[src/rtl/instr_fetch_ctrl.sv]
// Instruction-fetch sequencer: owns the PC, drives the combinational ROM
// address and registers one instruction per cycle toward decode. Handles
// start/restart, stall, taken-branch redirect (one bubble) and halt, and
// keeps a saturating count of issued instructions.
module instr_fetch_ctrl #(
    parameter int ADDR_WIDTH  = 12,
    parameter int INSTR_WIDTH = 9,
    parameter int START_ADDR  = 0,
    parameter int CNT_WIDTH   = 16
) (
    input  logic                   clk,
    input  logic                   rst_n,
    input  logic                   start,
    input  logic                   stall,
    input  logic                   branch_taken,
    input  logic [ADDR_WIDTH-1:0]  branch_target,
    input  logic                   halt,
    output logic [ADDR_WIDTH-1:0]  rom_addr,
    input  logic [INSTR_WIDTH-1:0] rom_data,
    output logic [INSTR_WIDTH-1:0] instr_out,
    output logic                   instr_valid,
    output logic [ADDR_WIDTH-1:0]  pc_out,
    output logic                   running,
    output logic                   done,
    output logic [CNT_WIDTH-1:0]   issue_count
);

    typedef enum logic [1:0] {
        ST_IDLE   = 2'd0,
        ST_FETCH  = 2'd1,
        ST_HALTED = 2'd2
    } state_t;

    localparam logic [ADDR_WIDTH-1:0] START_PC = ADDR_WIDTH'(START_ADDR);
    localparam logic [ADDR_WIDTH-1:0] PC_ONE   = {{(ADDR_WIDTH-1){1'b0}}, 1'b1};
    localparam logic [CNT_WIDTH-1:0]  CNT_ONE  = {{(CNT_WIDTH-1){1'b0}}, 1'b1};
    localparam logic [CNT_WIDTH-1:0]  CNT_MAX  = {CNT_WIDTH{1'b1}};

    state_t                 state_r, state_s;
    logic [ADDR_WIDTH-1:0]  pc_r, pc_s;
    logic [INSTR_WIDTH-1:0] instr_r, instr_s;
    logic [ADDR_WIDTH-1:0]  pc_out_r, pc_out_s;
    logic                   valid_r, valid_s;
    logic [CNT_WIDTH-1:0]   cnt_r, cnt_s;
    logic [CNT_WIDTH-1:0]   cnt_inc_s;
    logic                   halt_q_s;
    logic                   branch_q_s;

    // halt/branch only mean something when instr_out holds a live instruction
    assign halt_q_s   = valid_r & halt;
    assign branch_q_s = valid_r & branch_taken;
    assign cnt_inc_s  = (cnt_r == CNT_MAX) ? cnt_r : (cnt_r + CNT_ONE);

    // ROM address is the PC register itself, no logic in between
    assign rom_addr    = pc_r;
    assign instr_out   = instr_r;
    assign instr_valid = valid_r;
    assign pc_out      = pc_out_r;
    assign issue_count = cnt_r;
    assign running     = (state_r == ST_FETCH);
    assign done        = (state_r == ST_HALTED);

    // Next-state and datapath update; priority halt > branch > stall > fetch
    always_comb begin
        state_s  = state_r;
        pc_s     = pc_r;
        instr_s  = instr_r;
        pc_out_s = pc_out_r;
        valid_s  = valid_r;
        cnt_s    = cnt_r;
        case (state_r)
            ST_IDLE, ST_HALTED: begin
                valid_s = 1'b0;
                if (start) begin
                    state_s = ST_FETCH;
                    pc_s    = START_PC;
                    cnt_s   = {CNT_WIDTH{1'b0}};
                end else begin
                    state_s = state_r;
                end
            end
            ST_FETCH: begin
                if (halt_q_s) begin
                    // halt retires only if decode is not stalled
                    state_s = ST_HALTED;
                    valid_s = 1'b0;
                    if (!stall) begin
                        cnt_s = cnt_inc_s;
                    end else begin
                        cnt_s = cnt_r;
                    end
                end else if (branch_q_s) begin
                    // flush the fall-through fetch; branch retires even under stall
                    pc_s    = branch_target;
                    valid_s = 1'b0;
                    cnt_s   = cnt_inc_s;
                end else if (stall) begin
                    valid_s = valid_r;
                end else begin
                    instr_s  = rom_data;
                    pc_out_s = pc_r;
                    valid_s  = 1'b1;
                    pc_s     = pc_r + PC_ONE;
                    if (valid_r) begin
                        cnt_s = cnt_inc_s;
                    end else begin
                        cnt_s = cnt_r;
                    end
                end
            end
            default: begin
                state_s = ST_IDLE;
                valid_s = 1'b0;
            end
        endcase
    end

    // State and datapath registers with asynchronous reset
    always_ff @(posedge clk or negedge rst_n) begin
        if (!rst_n) begin
            state_r  <= ST_IDLE;
            pc_r     <= START_PC;
            instr_r  <= {INSTR_WIDTH{1'b0}};
            pc_out_r <= {ADDR_WIDTH{1'b0}};
            valid_r  <= 1'b0;
            cnt_r    <= {CNT_WIDTH{1'b0}};
        end else begin
            state_r  <= state_s;
            pc_r     <= pc_s;
            instr_r  <= instr_s;
            pc_out_r <= pc_out_s;
            valid_r  <= valid_s;
            cnt_r    <= cnt_s;
        end
    end

endmodule
[config.mk]
export PLATFORM = sky130hd
export DESIGN_NAME = instr_fetch_ctrl
export DESIGN_NICKNAME = d
export VERILOG_FILES = /design/src/rtl/instr_fetch_ctrl.sv
export SDC_FILE = /design/constraint.sdc
export NUM_CORES = 1
export LEC_CHECK = 0
export BUFFER_PORTS_ARGS = -buffer_cell sky130_fd_sc_hd__buf_2
export CORE_MARGIN = 5
export CORE_UTILIZATION = 25
export DETAILED_ROUTE_END_ITERATION = 16
export GPL_ROUTABILITY_DRIVEN = 0
export PLACE_DENSITY = 0.46
export SLEW_MARGIN = 20
export SYNTH_ARGS = -nofsm -noshare
export SYNTH_HDL_FRONTEND = slang
export SYNTH_SLANG_ARGS = --single-unit
export TNS_END_PERCENT = 50
[constraint.sdc]
create_clock -name clk -period 4.1 [get_ports clk]
set_input_delay 0.615 -clock clk [delete_from_list [all_inputs] [get_ports clk]]
set_output_delay 0.615 -clock clk [all_outputs]
set_load 0.005 [all_outputs]
=== After elaboration in Yosys (flattened, before gate mapping) ===
Index checks and enable logic that the tools add are counted.

* Register bits: 52
* Input port bits: 27
* Output and inout port bits: 52
* Logic and storage cells: 50

* Add/sub/neg operators: 2
* Equal/unequal tests: 10
* Multiplexer cells: 20
* Bitwise logic cells: 5
* Reduce and logical (&&, ||, !) cells: 7

{| class="wikitable"
|+ Operator list
! operator !! count
|-
| two-way mux 16 bit || 7
|-
| two-way mux 12 bit || 4
|-
| case mux 16 bit (2 select lines) || 1
|-
| case mux 12 bit (2 select lines) || 1
|-
| adder 16 x 1 -> 16 bit, second input constant || 1
|-
| equality test 16 bit, second input constant || 1
|-
| adder 12 x 1 -> 12 bit, second input constant || 1
|-
| AND reduction 4 bit || 2
|-
| AND reduction 5 bit || 1
|-
| two-way mux 1 bit || 4
|-
| two-way mux 2 bit || 2
|-
| inequality test 2 bit, second input constant || 2
|-
| inequality test 4 x 1 -> 1 bit, second input constant || 1
|-
| inequality test 4 x 2 -> 1 bit, second input constant || 1
|-
| case mux 2 bit (2 select lines) || 1
|-
| inequality test 3 x 2 -> 1 bit, second input constant || 1
|-
| inequality test 3 bit, second input constant || 1
|-
| inverter 1 bit || 3
|-
| bitwise AND 1 bit || 2
|-
| equality test 2 x 1 -> 1 bit, second input constant || 1
|-
| equality test 2 bit, second input constant || 1
|-
| zero test 2 bit || 1
|-
| inequality test 2 x 1 -> 1 bit, second input constant || 1
|-
| AND reduction 2 bit || 1
|-
| other kinds (2) || 2
|}

=== Longest topological paths before layout ===
* Word-level depth: 7
* Gate-level depth with buffers: 7
* Gate-level depth less buffers: 5

=== Least setup slack after synthesis ===
Ideal clock, no wire load.

* Path kind: input port to flip-flop
* Start: input branch_taken
* End: register pc_r[10], in the netlist rom_addr[10]
* Setup time: 0.078 ns
* Arrival: 1.639 ns
* Data required time: 4.022 ns
* Setup slack: 2.383 ns
* Cell stages on the path: 6
* Path buffers: 2
* Cells stage by stage: o21a_1 -> or3_1 -> clkbuf_1 -> buf_2 -> o21ai_1 -> o2bb2ai_1

* Cells in the longest elaborated chain, start to end: 4
* Elaborated cells between the ends (all ways): 6
* Classes of those cells: eq/ne: 1; mux: 3; bitwise: 1; reduce/logical: 1

{| class="wikitable"
|+ RTL lines
! element !! line !! text
|-
| from (decl) || 15 || <nowiki>input logic branch_taken,</nowiki>
|-
| bitwise AND 1 bit (*) || 51 || <nowiki>assign branch_q_s = valid_r & branch_taken;</nowiki>
|-
| two-way mux 12 bit || 92 || <nowiki>end else if (branch_q_s) begin</nowiki>
|-
| two-way mux 12 bit || 83 || <nowiki>if (halt_q_s) begin</nowiki>
|-
| case mux 12 bit (2 select lines) || 71 || <nowiki>case (state_r)</nowiki>
|-
| to (signal assigned) || 129 || <nowiki>pc_r <= pc_s;</nowiki>
|-
| to (decl) || 40 || <nowiki>logic [ADDR_WIDTH-1:0] pc_r, pc_s;</nowiki>
|}

Mark *: on every way between the ends. The rest lies on a longest branch, timed or not. The select of a mux whose other input is x is not followed.
A chain may end at the register's enable or synchronous reset.

=== Worst setup path after layout ===
* Start: register state_r[1]
* End: output running

* Cells in the longest elaborated chain, start to end: 1

{| class="wikitable"
|+ RTL lines
! element !! line !! text
|-
| from (decl) || 39 || <nowiki>state_t state_r, state_s;</nowiki>
|-
| from (signal assigned) || 128 || <nowiki>state_r <= state_s;</nowiki>
|-
| equality test 2 x 1 -> 1 bit || 60 || <nowiki>assign running = (state_r == ST_FETCH);</nowiki>
|-
| to (decl) || 23 || <nowiki>output logic running,</nowiki>
|}

No other way between the ends.

==> results.cfg <==
[cells_and_area]
drive_above_1_share_pct = 25.77
multi_input_area_um2 = 1424
regArea_um2 = 1301
fill_cells = 1213
diodes = 0
final_net_count = 420
syn2layout_area_growth_pct = 23.19

[place]
dp_hpwl_um = 6239
pre_cts_slack_ns = 1.715
port_buffers = 78

[global_route]
grt_max_degree = 35
grt_pass1_vias = 2673
grt_usage_pct = 12.81
grt_first_pass_wirelength_um = 13880
grt_overflow = 0
antenna_found_initial = 0

[die]
num_rows = 39
io_pins = 79
core_area_um2 = 11320
die-height_um = 116.9
start_util_pct = 25.25
die_w_um = 116.9
die-area_um2 = 13680

[synthesis]
syn_inst = 321
synthSimpleGateAreaFrac_pct = 24.42
ys.flop_type = dfrtp_1
synth_warnings = 0
syn_nets = 350
synth_most_common_cell = nand2_1
async_flop_share_pct = 100.0
synth-compound-area-share_pct = 23.72
netlist.area_leader.share_pct = 45.51
netlist_area_um2 = 2859
synth_area_leader_cell = dfrtp_1
yosysSeqAreaShare_pct = 45.51
synth_edf_count = 0
syn_area_per_cell_um2 = 8.907
ys_ff_latch = 52
synthTopCellsByArea = dfrtp_1 46%, nand2_1 8.8%, a31oi_1 3.3%
ys_types = 58
synth-xor-area-share_pct = 0
netlist_top_cells_count = 67 x nand2_1, 52 x dfrtp_1, 17 x nand3_1
synthMuxAreaShare_pct = 0.7440
synth_top_family_by_area = simple AND/OR/NAND/NOR gates
synthAdderAreaFrac_pct = 0.8753

[sta]
period_share_pct = 58.02
rsz0062_at_grt = no
min_period_ns = 2.379
setup_ws_ns = 1.721
worst_pin_slew_ns = 1.018
slew_headroom_pct = 31.76
tns_ns = 0
finalClockSkew_ns = 0.01046
fmax_mhz = 420.4
drv_slew = 0
setup_viol = 0
hold_viol = 0

[route]
wl_per_cell_um = 16.09
highest_layer = met4
detail-route-antenna-nets = 0
vias = 2734
wl_um = 8609
wl_met1_um = 3769
wl_met3_um = 643
wl_met2_um = 4053
drt_iter0_drc = 112
viasPerCell = 5.110
drc = 0
drtPass1Iterations = 5

[power]
peakVddDrop_uv = 196.9
power_leakage_nw = 1.671
power.density_nw_per_um2 = 612.1

[critical_path]
cp_max_fo = 17
reg2reg_depth = 4
crit_type = reg -> out
reg2reg_slack_ns = 1.85
cp-start-kind = flip-flop
r2r-start = instr_valid
worstPathArrival_ns = 1.76
reg2reg_to = rom_addr[7]
worst_setup_path_end_kind = primary output
critPathRequiredTime_ns = 3.48

[cts]
cts_setup_buffers = 0
clk_latency_ns = 0.30
hold_buffers = 0
cts_tree = done
cts_sinks = 52
cts.path.max_buffers = 2
cts_resized = 0
numCtsBuffers = 5
h-tree-depth = 2
clk_pin_slew_ns = 0.07
cts-root-buf = clkbuf_16

[outcome]
status = complete, no violations

[min_path]
holdCritPathClass = in -> async

[run]
maxCapViolCount = 0
## layout by cell type (no fill, tap or decap), drive strengths merged, types with 3 or more instances in the layout
cell type  count
a211oi         3
a21o           5
a21oi          9
a22oi          6
a31oi         15
a41oi          5
and2           3
and3           3
and4           4
buf           80
clkbuf         6
dfrtp         52
inv           13
nand2         67
nand2b         5
nand3         18
nand4          7
nor2          12
nor3           8
nor4           5
o21ai         21
o22ai          3
o2bb2ai        5
o31ai          5
or3            3
## registers in the layout, indices dropped and copies added, names as in the netlist
signal	flops
instr_valid	1
state_r	2
instr_out	9
rom_addr	12
issue_count	16
pc_out	12
## critical path: stages (launching register included)
cell	delay (ns)
dfrtp_1	0.37
nand2b_2	0.34
inv_1	0.53
buf_2	0.22
## per-layer routing
layer	GRT usage, %	vias up
met5	0	-
met4	4.052	0
met3	3.136	11
met2	20.59	97
met1	17.05	1296
li1	-	1330
## report_power, final
group | internal, mW | switching, mW
clock network | 0.288 | 0.198
registers | 0.671 | 0.176
logic | 0.333 | 0.491
## area by class of cell
class | instances | share of cell area, %
Timing Repair Buffer | 80 | 11.51
Tap cell | 143 | 5.080
Multi-Input combinational cell | 239 | 40.43
Clock inverter | 2 | 0.9947
Clock buffer | 6 | 3.659
Sequential cell | 52 | 36.94
Inverter | 13 | 1.385
## worst max path at each step
stage	startpoint	to	slack [ns]	cells after the start
final	state_r[1]	running	1.72	3
after global routing	instr_valid	rom_addr[7]	1.60	4
after CTS	state_r[1]	running	1.69	3
after detailed placement	branch_taken	rom_addr[7]	1.72	5
after global placement	branch_taken	rom_addr[7]	1.73	5
after floorplan	branch_taken	rom_addr[10]	2.38	6
## kinds of logic (layout without fill, tap and decap cells)
group                    count (synthesis)  count (layout)
AND/OR/NAND/NOR                        140             140
AO/OA/AOI/OAI                           95              95
flip-flops                              52              52
buffers and inverters                   30             101
adder cells (fa/ha/maj)                  2               2
multiplexers                             2               2
## through the flow
step	utilization [%]	area (um^2)	total power, mW	instances	hold slack (ns)
4_1_cts	31.10	3521	2.188	535	0.3148
6_report	31.11	3522	2.156	535	0.2918
2_1_floorplan	-	2859	1.352	321	0.3194
3_3_place_gp	29.65	3357	1.693	527	0.4562
3_5_place_dp	29.65	3357	1.698	527	0.4575
5_1_grt	31.11	3522	2.332	535	0.3486
(Power assumes the default switching activity.)
